`src/rtl/writeback_queue_if.sv`:
```
// Bundle of handshake, bank-write and forwarding signals for writeback_queue.
// master = producer/bank side (drives results, hold, query), slave = the queue.
// Handshake: a result transfers on a rising edge where its valid and ready are
// both high; ready depends only on the registered occupancy, never on valid of
// the same channel nor on a pop in the same cycle.
interface writeback_queue_if #(
    parameter int DEPTH = 4,
    parameter int AW    = 5,
    parameter int DW    = 32
);
    localparam int CW = $clog2(DEPTH) + 1;

    logic          alu_valid;
    logic          alu_ready;
    logic [AW-1:0] alu_addr;
    logic [DW-1:0] alu_data;
    logic          mem_valid;
    logic          mem_ready;
    logic [AW-1:0] mem_addr;
    logic [DW-1:0] mem_data;
    logic          wb_hold;
    logic [AW-1:0] write_addr;
    logic          reg_write;
    logic [DW-1:0] data_in;
    logic [CW-1:0] pending;
    logic          empty;
    logic [AW-1:0] fwd_addr;
    logic          fwd_hit;
    logic [DW-1:0] fwd_data;

    modport master (
        output alu_valid, alu_addr, alu_data,
        output mem_valid, mem_addr, mem_data,
        output wb_hold, fwd_addr,
        input  alu_ready, mem_ready,
        input  write_addr, reg_write, data_in,
        input  pending, empty, fwd_hit, fwd_data
    );

    modport slave (
        input  alu_valid, alu_addr, alu_data,
        input  mem_valid, mem_addr, mem_data,
        input  wb_hold, fwd_addr,
        output alu_ready, mem_ready,
        output write_addr, reg_write, data_in,
        output pending, empty, fwd_hit, fwd_data
    );
endinterface

```
`src/rtl/writeback_queue.sv`:
```
// Writeback queue in front of the 32x32 register bank.
// Accepts ALU and load results (ALU first when both arrive), buffers them in
// order, and issues at most one registered bank write per cycle.
// Optional macro WBQ_FWD_EN builds a forwarding lookup over queued entries and
// the in-flight output register; without it fwd_hit/fwd_data are tied to 0.
module writeback_queue #(
    parameter int DEPTH = 4,
    parameter int AW    = 5,
    parameter int DW    = 32
) (
    input logic               clk,
    input logic               rst,
    writeback_queue_if.slave  io_bus
);
    localparam int PW = $clog2(DEPTH);
    localparam int CW = PW + 1;

    logic [CW-1:0] r_count;
    logic [PW-1:0] r_rd_ptr;
    logic [PW-1:0] r_wr_ptr;
    logic [AW-1:0] r_fifo_addr [DEPTH];
    logic [DW-1:0] r_fifo_data [DEPTH];
    logic          r_reg_write;
    logic [AW-1:0] r_write_addr;
    logic [DW-1:0] r_data_in;

    logic          w_alu_ready;
    logic          w_mem_ready;
    logic          w_alu_push;
    logic          w_mem_push;
    logic          w_pop;
    logic [PW-1:0] w_mem_slot;
    logic          w_fwd_hit;
    logic [DW-1:0] w_fwd_data;

    // Ready from registered count only; mem reserves room behind a same-cycle ALU push.
    assign w_alu_ready = (r_count < CW'(DEPTH));
    assign w_mem_ready = io_bus.alu_valid ? (r_count < CW'(DEPTH - 1))
                                          : (r_count < CW'(DEPTH));
    assign w_alu_push  = io_bus.alu_valid && w_alu_ready;
    assign w_mem_push  = io_bus.mem_valid && w_mem_ready;
    assign w_pop       = (r_count != '0) && !io_bus.wb_hold;
    // The load result lands one slot behind the ALU result when both are taken.
    assign w_mem_slot  = w_alu_push ? (r_wr_ptr + PW'(1)) : r_wr_ptr;

    // Entry storage; contents are don't-care after reset so it carries no reset.
    always_ff @(posedge clk) begin
        if (w_alu_push) begin
            r_fifo_addr[r_wr_ptr] <= io_bus.alu_addr;
            r_fifo_data[r_wr_ptr] <= io_bus.alu_data;
        end
        if (w_mem_push) begin
            r_fifo_addr[w_mem_slot] <= io_bus.mem_addr;
            r_fifo_data[w_mem_slot] <= io_bus.mem_data;
        end
    end

    // Occupancy and pointers; pointers wrap naturally at DEPTH (power of two).
    always_ff @(posedge clk or posedge rst) begin
        if (rst) begin
            r_count  <= '0;
            r_rd_ptr <= '0;
            r_wr_ptr <= '0;
        end else begin
            r_count  <= r_count + CW'(w_alu_push) + CW'(w_mem_push) - CW'(w_pop);
            r_wr_ptr <= r_wr_ptr + PW'(w_alu_push) + PW'(w_mem_push);
            r_rd_ptr <= r_rd_ptr + PW'(w_pop);
        end
    end

    // Bank write port: head moves out on a pop, otherwise address/data hold and write drops.
    always_ff @(posedge clk or posedge rst) begin
        if (rst) begin
            r_reg_write  <= 1'b0;
            r_write_addr <= '0;
            r_data_in    <= '0;
        end else if (w_pop) begin
            r_reg_write  <= 1'b1;
            r_write_addr <= r_fifo_addr[r_rd_ptr];
            r_data_in    <= r_fifo_data[r_rd_ptr];
        end else begin
            r_reg_write  <= 1'b0;
        end
    end

`ifdef WBQ_FWD_EN
    // Forwarding search oldest-to-newest so the newest match overrides older ones.
    always_comb begin
        w_fwd_hit  = 1'b0;
        w_fwd_data = '0;
        if (r_reg_write && (r_write_addr == io_bus.fwd_addr)) begin
            w_fwd_hit  = 1'b1;
            w_fwd_data = r_data_in;
        end
        for (int k = 0; k < DEPTH; k++) begin
            if ((CW'(k) < r_count) &&
                (r_fifo_addr[r_rd_ptr + PW'(k)] == io_bus.fwd_addr)) begin
                w_fwd_hit  = 1'b1;
                w_fwd_data = r_fifo_data[r_rd_ptr + PW'(k)];
            end
        end
    end
`else
    logic w_fwd_unused;
    assign w_fwd_unused = ^io_bus.fwd_addr;
    assign w_fwd_hit    = 1'b0;
    assign w_fwd_data   = '0;
`endif

    assign io_bus.alu_ready  = w_alu_ready;
    assign io_bus.mem_ready  = w_mem_ready;
    assign io_bus.reg_write  = r_reg_write;
    assign io_bus.write_addr = r_write_addr;
    assign io_bus.data_in    = r_data_in;
    assign io_bus.pending    = r_count;
    assign io_bus.empty      = (r_count == '0) && !r_reg_write;
    assign io_bus.fwd_hit    = w_fwd_hit;
    assign io_bus.fwd_data   = w_fwd_data;
endmodule

```
`src/flat_wrapper.sv`:
```
// flat-port wrapper written by rule: the top's interface ports become plain ports
module writeback_queue_flat 
#(
    parameter int DEPTH = 4,
    parameter int AW    = 5,
    parameter int DW    = 32
)
  (clk, rst, io_bus_alu_valid, io_bus_alu_addr, io_bus_alu_data, io_bus_mem_valid, io_bus_mem_addr, io_bus_mem_data, io_bus_wb_hold, io_bus_fwd_addr, io_bus_alu_ready, io_bus_mem_ready, io_bus_write_addr, io_bus_reg_write, io_bus_data_in, io_bus_pending, io_bus_empty, io_bus_fwd_hit, io_bus_fwd_data);
  writeback_queue_if #(.DEPTH(DEPTH), .AW(AW), .DW(DW)) io_bus_i ();
  input logic clk;
  input logic rst;
  input wire logic [$bits(io_bus_i.alu_valid)-1:0] io_bus_alu_valid;
  input wire logic [$bits(io_bus_i.alu_addr)-1:0] io_bus_alu_addr;
  input wire logic [$bits(io_bus_i.alu_data)-1:0] io_bus_alu_data;
  input wire logic [$bits(io_bus_i.mem_valid)-1:0] io_bus_mem_valid;
  input wire logic [$bits(io_bus_i.mem_addr)-1:0] io_bus_mem_addr;
  input wire logic [$bits(io_bus_i.mem_data)-1:0] io_bus_mem_data;
  input wire logic [$bits(io_bus_i.wb_hold)-1:0] io_bus_wb_hold;
  input wire logic [$bits(io_bus_i.fwd_addr)-1:0] io_bus_fwd_addr;
  output wire logic [$bits(io_bus_i.alu_ready)-1:0] io_bus_alu_ready;
  output wire logic [$bits(io_bus_i.mem_ready)-1:0] io_bus_mem_ready;
  output wire logic [$bits(io_bus_i.write_addr)-1:0] io_bus_write_addr;
  output wire logic [$bits(io_bus_i.reg_write)-1:0] io_bus_reg_write;
  output wire logic [$bits(io_bus_i.data_in)-1:0] io_bus_data_in;
  output wire logic [$bits(io_bus_i.pending)-1:0] io_bus_pending;
  output wire logic [$bits(io_bus_i.empty)-1:0] io_bus_empty;
  output wire logic [$bits(io_bus_i.fwd_hit)-1:0] io_bus_fwd_hit;
  output wire logic [$bits(io_bus_i.fwd_data)-1:0] io_bus_fwd_data;
  assign io_bus_i.alu_valid = io_bus_alu_valid;
  assign io_bus_i.alu_addr = io_bus_alu_addr;
  assign io_bus_i.alu_data = io_bus_alu_data;
  assign io_bus_i.mem_valid = io_bus_mem_valid;
  assign io_bus_i.mem_addr = io_bus_mem_addr;
  assign io_bus_i.mem_data = io_bus_mem_data;
  assign io_bus_i.wb_hold = io_bus_wb_hold;
  assign io_bus_i.fwd_addr = io_bus_fwd_addr;
  assign io_bus_alu_ready = io_bus_i.alu_ready;
  assign io_bus_mem_ready = io_bus_i.mem_ready;
  assign io_bus_write_addr = io_bus_i.write_addr;
  assign io_bus_reg_write = io_bus_i.reg_write;
  assign io_bus_data_in = io_bus_i.data_in;
  assign io_bus_pending = io_bus_i.pending;
  assign io_bus_empty = io_bus_i.empty;
  assign io_bus_fwd_hit = io_bus_i.fwd_hit;
  assign io_bus_fwd_data = io_bus_i.fwd_data;
  writeback_queue #(.DEPTH(DEPTH), .AW(AW), .DW(DW)) u_core (.clk(clk), .rst(rst), .io_bus(io_bus_i));
endmodule
```
`config.mk`:
```
export PLATFORM = sky130hd
export DESIGN_NAME = writeback_queue_flat
export DESIGN_NICKNAME = d
export VERILOG_FILES = /design/src/rtl/writeback_queue_if.sv /design/src/rtl/writeback_queue.sv /design/src/flat_wrapper.sv
export SDC_FILE = /design/constraint.sdc
export NUM_CORES = 1
export LEC_CHECK = 0
export BUFFER_PORTS_ARGS = -buffer_cell sky130_fd_sc_hd__buf_2
export CAP_MARGIN = 10
export CORE_MARGIN = 1.5
export CORE_UTILIZATION = 40
export CTS_BUF_LIST = sky130_fd_sc_hd__clkbuf_8
export CTS_CLUSTER_SIZE = 14
export DETAILED_ROUTE_END_ITERATION = 16
export MAX_ROUTING_LAYER = met4
export PLACE_DENSITY = 0.56
export SYNTH_ARGS = -nofsm -noshare
export SYNTH_HDL_FRONTEND = slang
export SYNTH_SLANG_ARGS = --single-unit
```
`constraint.sdc`:
```
create_clock -name clk -period 3.4 [get_ports clk]
set_input_delay 0.68 -clock clk [delete_from_list [all_inputs] [get_ports clk]]
set_output_delay 0.68 -clock clk [all_outputs]
set_load 0.005 [all_outputs]
```
# After elaboration in Yosys (flattened, before gate mapping)
# Memories as Yosys holds them, arrays and structs flattened. A register that Yosys moved wholly into a read port is not among the register bits.
# Cells that the tools add are included.
[op_classes]
n_mux = 7
n_bitwise = 0
n_lt_le_gt_ge = 2
eq_ne = 0
n_div = 0
mul = 0
n_reduce_logical = 8
shifts = 0
n_addsub = 7
[op_table]
columns = ["cell", "n"]
rows = [
  ["$add A2 B1 Y2", 3],
  ["$add A3 B1 Y3", 2],
  ["$mux W1", 6],
  ["$logic_and A1 B1 Y1", 4],
  ["$logic_not A3 Y1", 1],
  ["$lt A3 B2 Y1 const B", 1],
  ["$lt A3 B3 Y1 const B", 1],
  ["$reduce_bool A3 Y1", 1],
  ["$sub A3 B1 Y3", 1],
  ["$add A2 B1 Y2 const B", 1],
  ["$logic_not A1 Y1", 2],
  ["$mux W2", 1],
]
[totals]
mem_count = 2
latchBits = 0
out_inout_bits = 77
ram_bits = 148
input_bits = 84
regBits = 8
elab_cells = 30
mem_bits_ro = 0
[memory_table]
columns = ["name", "words", "word_bits", "rd", "rd_clocked_by_memory_dff", "write_ports", "line_no", "source"]
rows = [
  ["u_core.r_fifo_data", 4, 32, 1, 1, 2, "writeback_queue.sv:22", "logic [DW-1:0] r_fifo_data [DEPTH];"],
  ["u_core.r_fifo_addr", 4, 5, 1, 1, 2, "writeback_queue.sv:21", "logic [AW-1:0] r_fifo_addr [DEPTH];"],
]

# Depth between registers and ports, before layout
[logic_depth]
word_depth = 5
ltp_mapped = 9
mapped_depth_nobuf = 9

# Worst setup path before layout
# No wires, ideal clock.
[synth_timing]
path_kind = "register to register"
from = "register u_core.r_wr_ptr[0]"
to = "memory u_core.r_fifo_addr[0][0], enable pin"
setup_slack_ns = 0.635
path_stages_with_launch = 9
arrival_time_ns = 2.370
n_path_buf = 2
synth_period_minus_slack_ns = 2.765
setup_time_ns = 0.395
required_time_ns = 3.005
cell_sequence = "dfrtp_1 -> inv_1 -> ha_1 -> mux2i_1 -> and3_1 -> nand2_1 -> buf_6 -> buf_6 -> nand2_1"
[synth_lines]
columns = ["item", "line_no", "source"]
rows = [
  ["start: declaration", "writeback_queue.sv:20", "logic [PW-1:0] r_wr_ptr;"],
  ["start signal: assignment", "writeback_queue.sv:66", "r_wr_ptr <= r_wr_ptr + PW'(w_alu_push) + PW'(w_mem_push);"],
  ["end: declaration", "writeback_queue.sv:21", ""],
]

==> run metrics <==
outcome=complete, no violations; worst min-delay path class=in2async; Post-CTS Repair Setup Buffers=0; synthesis-stage register bit count=193; NetSw=2.550 mW; Slew HR=0.4338; minimum clock period=2.600 ns; switching part of the total=0.3033; Arr. time, crit path=2.80 ns; Distinct cells, synth=24; Die Area=24910 um2; final core occ=0.4657; highest clock rate=384.6 MHz; Die X=157.8 um; DRT antenna net count=0; first-pass detailed-route iteration total=4; Slew @ Worst Pin=0.8493 ns; Final setup viols=0; Post-Syn Area=9588 um2; I/O pins=161; TritonCTS Buffers=17; cts repair resizes=0; largest family of logic cells by synthesized area=multiplexers; Worst R2R Path Depth=7; synthesized instance count=525; Fill cells=2033; FFs w/ async S/R, synth=0.2332; core area=23470 um2; largest net degree at the start of global routing=40; clock buffer depth=2; CTS sink count=193; Final Skew=0.01181 ns; DR vias=4949; startpoint types=flop; number of global-route vias before repair=5356; Yosys Warn Count=0; Critical Path Sink Type=flop; remaining global-route overflow=0; Comb pwr share=0.340; DPL Wire Length=13260 um; CTS tree=built; leading cell type in the layout, fill and taps excluded=edfxtp_1; clock root buffer master=clkbuf_8; max cap viols=0; clock latency on the worst-skew pair=0.46 ns; FP Rows=56; Critical Path Sink=u_core.r_fifo_data[2][2]$_DFFE_PP_; Final Hold Viols=0; Slew Limit Fails=0; post-synthesis simple-gate area fraction=0.008613; Crit Reg-Reg Startpoint=u_core.r_wr_ptr[0]$_DFF_PP0_; initial antenna violation count=5; Clk pwr share=0.194; peak supply drop=0.4646 mV; sequential share of the synthesized area=0.5810; Seq pwr share=0.466; Total Nets Final=751; Setup TNS=0 ns; Post-synth EDFFs=148; share of layout cells above drive strength 1=0.6090; global placer's final weighted congestion=0.7268; crit share post-route=0.7647; worst slack at placement=0.7639 ns; Setup CP Type=reg2reg; starting density of the core=0.4085; drt total wl=20850 um; global-route wire length before repair=31280 um; Avg Inst Size Synth=18.26 um2; r2r endpoint=u_core.r_fifo_data[2][2]$_DFFE_PP_; CP max FO=16; H-Tree Depth=4; leakage=4.441 nW; most frequent cells in the layout=edfxtp_1 (148), buf_2 (122), mux2_2 (109); Hold WS=0.2171 ns; die height=157.8 um; Pint=5.857 mW; initial DRC count=279; I/O Buffers=122; number of hold buffers added after CTS=0; RSZ-0062 raised after global routing=no; Adder-Cell Fraction of Synth Area=0.01540; crit path launch=u_core.r_wr_ptr[0]$_DFF_PP0_; r2r setup slk=0.80 ns; ys flop type=edfxtp_1; final setup margin=0.8001 ns; Compound-Gate Fraction of Synth Area=0.002349; GRT Overall Usage=0.1802; mean routed wirelength per cell=20.97 um; XOR/XNOR share of the synthesized area=0.002740; Syn-to-layout area delta=14.00%; CP required=3.60 ns; DRC=0; CTS clk-pin slew, worst paths=0.09 ns; P per Cell Area=769.1 nW/um2; vias per cell=4.979; multiplexer share of the synthesized area=0.3371
[cell type report]
| class | instances | area (um2) | share of cell area |
|---|---|---|---|
| Antenna cell | 5 | 12.51 | 0.001145 |
| Sequential cell | 193 | 5575 | 0.5101 |
| Clock buffer | 20 | 275.3 | 0.02518 |
| Timing Repair Buffer | 143 | 793.3 | 0.07257 |
| Inverter | 11 | 41.29 | 0.003777 |
| Clock inverter | 12 | 163.9 | 0.01500 |
| Tap cell | 319 | 399.1 | 0.03652 |
| Multi-Input combinational cell | 291 | 3670 | 0.3357 |
[cell families (layout without fill, tap and decap cells)]
family | Yosys count | count (layout)
AND/OR/NAND/NOR | 17 | 17
buffers and inverters | 73 | 186
XOR/XNOR | 3 | 3
adder cells (fa/ha/maj) | 10 | 10
flip-flops | 193 | 193
multiplexers | 225 | 225
AO/OA/AOI/OAI | 3 | 3
other | 1 | 38
[stage by stage]
step,cells,power [mW],area [um2]
floorplan,557,5.860,9708
global placement,957,6.803,10480
detailed placement,957,6.906,10480
CTS,989,8.544,10920
global route,994,8.881,10930
finish,994,8.407,10930
[state kept, by name, summed over array words and instances (netlist names)]
| signal | flops |
|---|---|
| u_core.io_bus.data_in | 32 |
| u_core.r_rd_ptr | 2 |
| u_core.r_fifo_data | 128 |
| u_core.io_bus.reg_write | 1 |
| u_core.io_bus.write_addr | 5 |
| u_core.io_bus.pending | 3 |
| u_core.r_wr_ptr | 2 |
| u_core.r_fifo_addr | 20 |
[worst min-delay path by stage]
| stage | from | to | cells after the start | slack [ns] |
|---|---|---|---|---|
| finish | rst | u_core.io_bus.write_addr[4]$_DFFE_PP0P_ | 2 | 0.22 |
| global route | rst | u_core.io_bus.write_addr[4]$_DFFE_PP0P_ | 2 | 0.21 |
| CTS | rst | u_core.io_bus.write_addr[4]$_DFFE_PP0P_ | 2 | 0.19 |
| detailed placement | u_core.io_bus.data_in[0]$_DFFE_PP0P_ | u_core.io_bus.data_in[0]$_DFFE_PP0P_ | 1 | 0.49 |
| global placement | u_core.io_bus.data_in[21]$_DFFE_PP0P_ | u_core.io_bus.data_in[21]$_DFFE_PP0P_ | 1 | 0.49 |
| floorplan | u_core.r_rd_ptr[0]$_DFF_PP0_ | u_core.r_rd_ptr[0]$_DFF_PP0_ | 1 | 0.46 |
[cell usage after synthesis (all sizes together) (2+ instances only)]
master / number / area (um2)
edfxtp: 148 / 4444
ha: 7 / 87.58
fa: 3 / 60.06
mux2i: 3 / 30.03
mux4: 37 / 833.3
buf: 59 / 450.4
a31oi: 2 / 12.51
inv: 11 / 41.29
dfrtp: 45 / 1126
xor2: 3 / 26.28
nand2: 12 / 45.04
clkbuf: 3 / 11.26
mux2: 185 / 2369
[worst max-delay path, stage by stage (launching register included)]
cell	delay (ns)
dfrtp_1	0.48
inv_1	0.13
ha_1	0.30
mux2i_1	0.24
nor3b_2	0.10
nand2_2	0.30
buf_4	0.42
mux2_2	0.38
[layer usage]
layer | track usage | wire, um | vias to the layer above
li1 | - | - | 2229
met5 | - | 0 | -
met4 | 0.04313 | 148 | 0
met1 | 0.2171 | 8861 | 2581
met3 | 0.04188 | 970 | 14
met2 | 0.3068 | 10870 | 125
[power by group through the flow]
stage          registers (mW)  clock network [mW]  logic, mW
2_1_floorplan            3.73                   0       2.13
4_1_cts                  3.95                1.68       2.92
3_5_place_dp             4.00                   0       2.91
3_3_place_gp             3.95                   0       2.85
6_report                 3.91                1.63       2.86
5_1_grt                  4.02                1.76       3.10
Power figures use the tool's default switching activity.
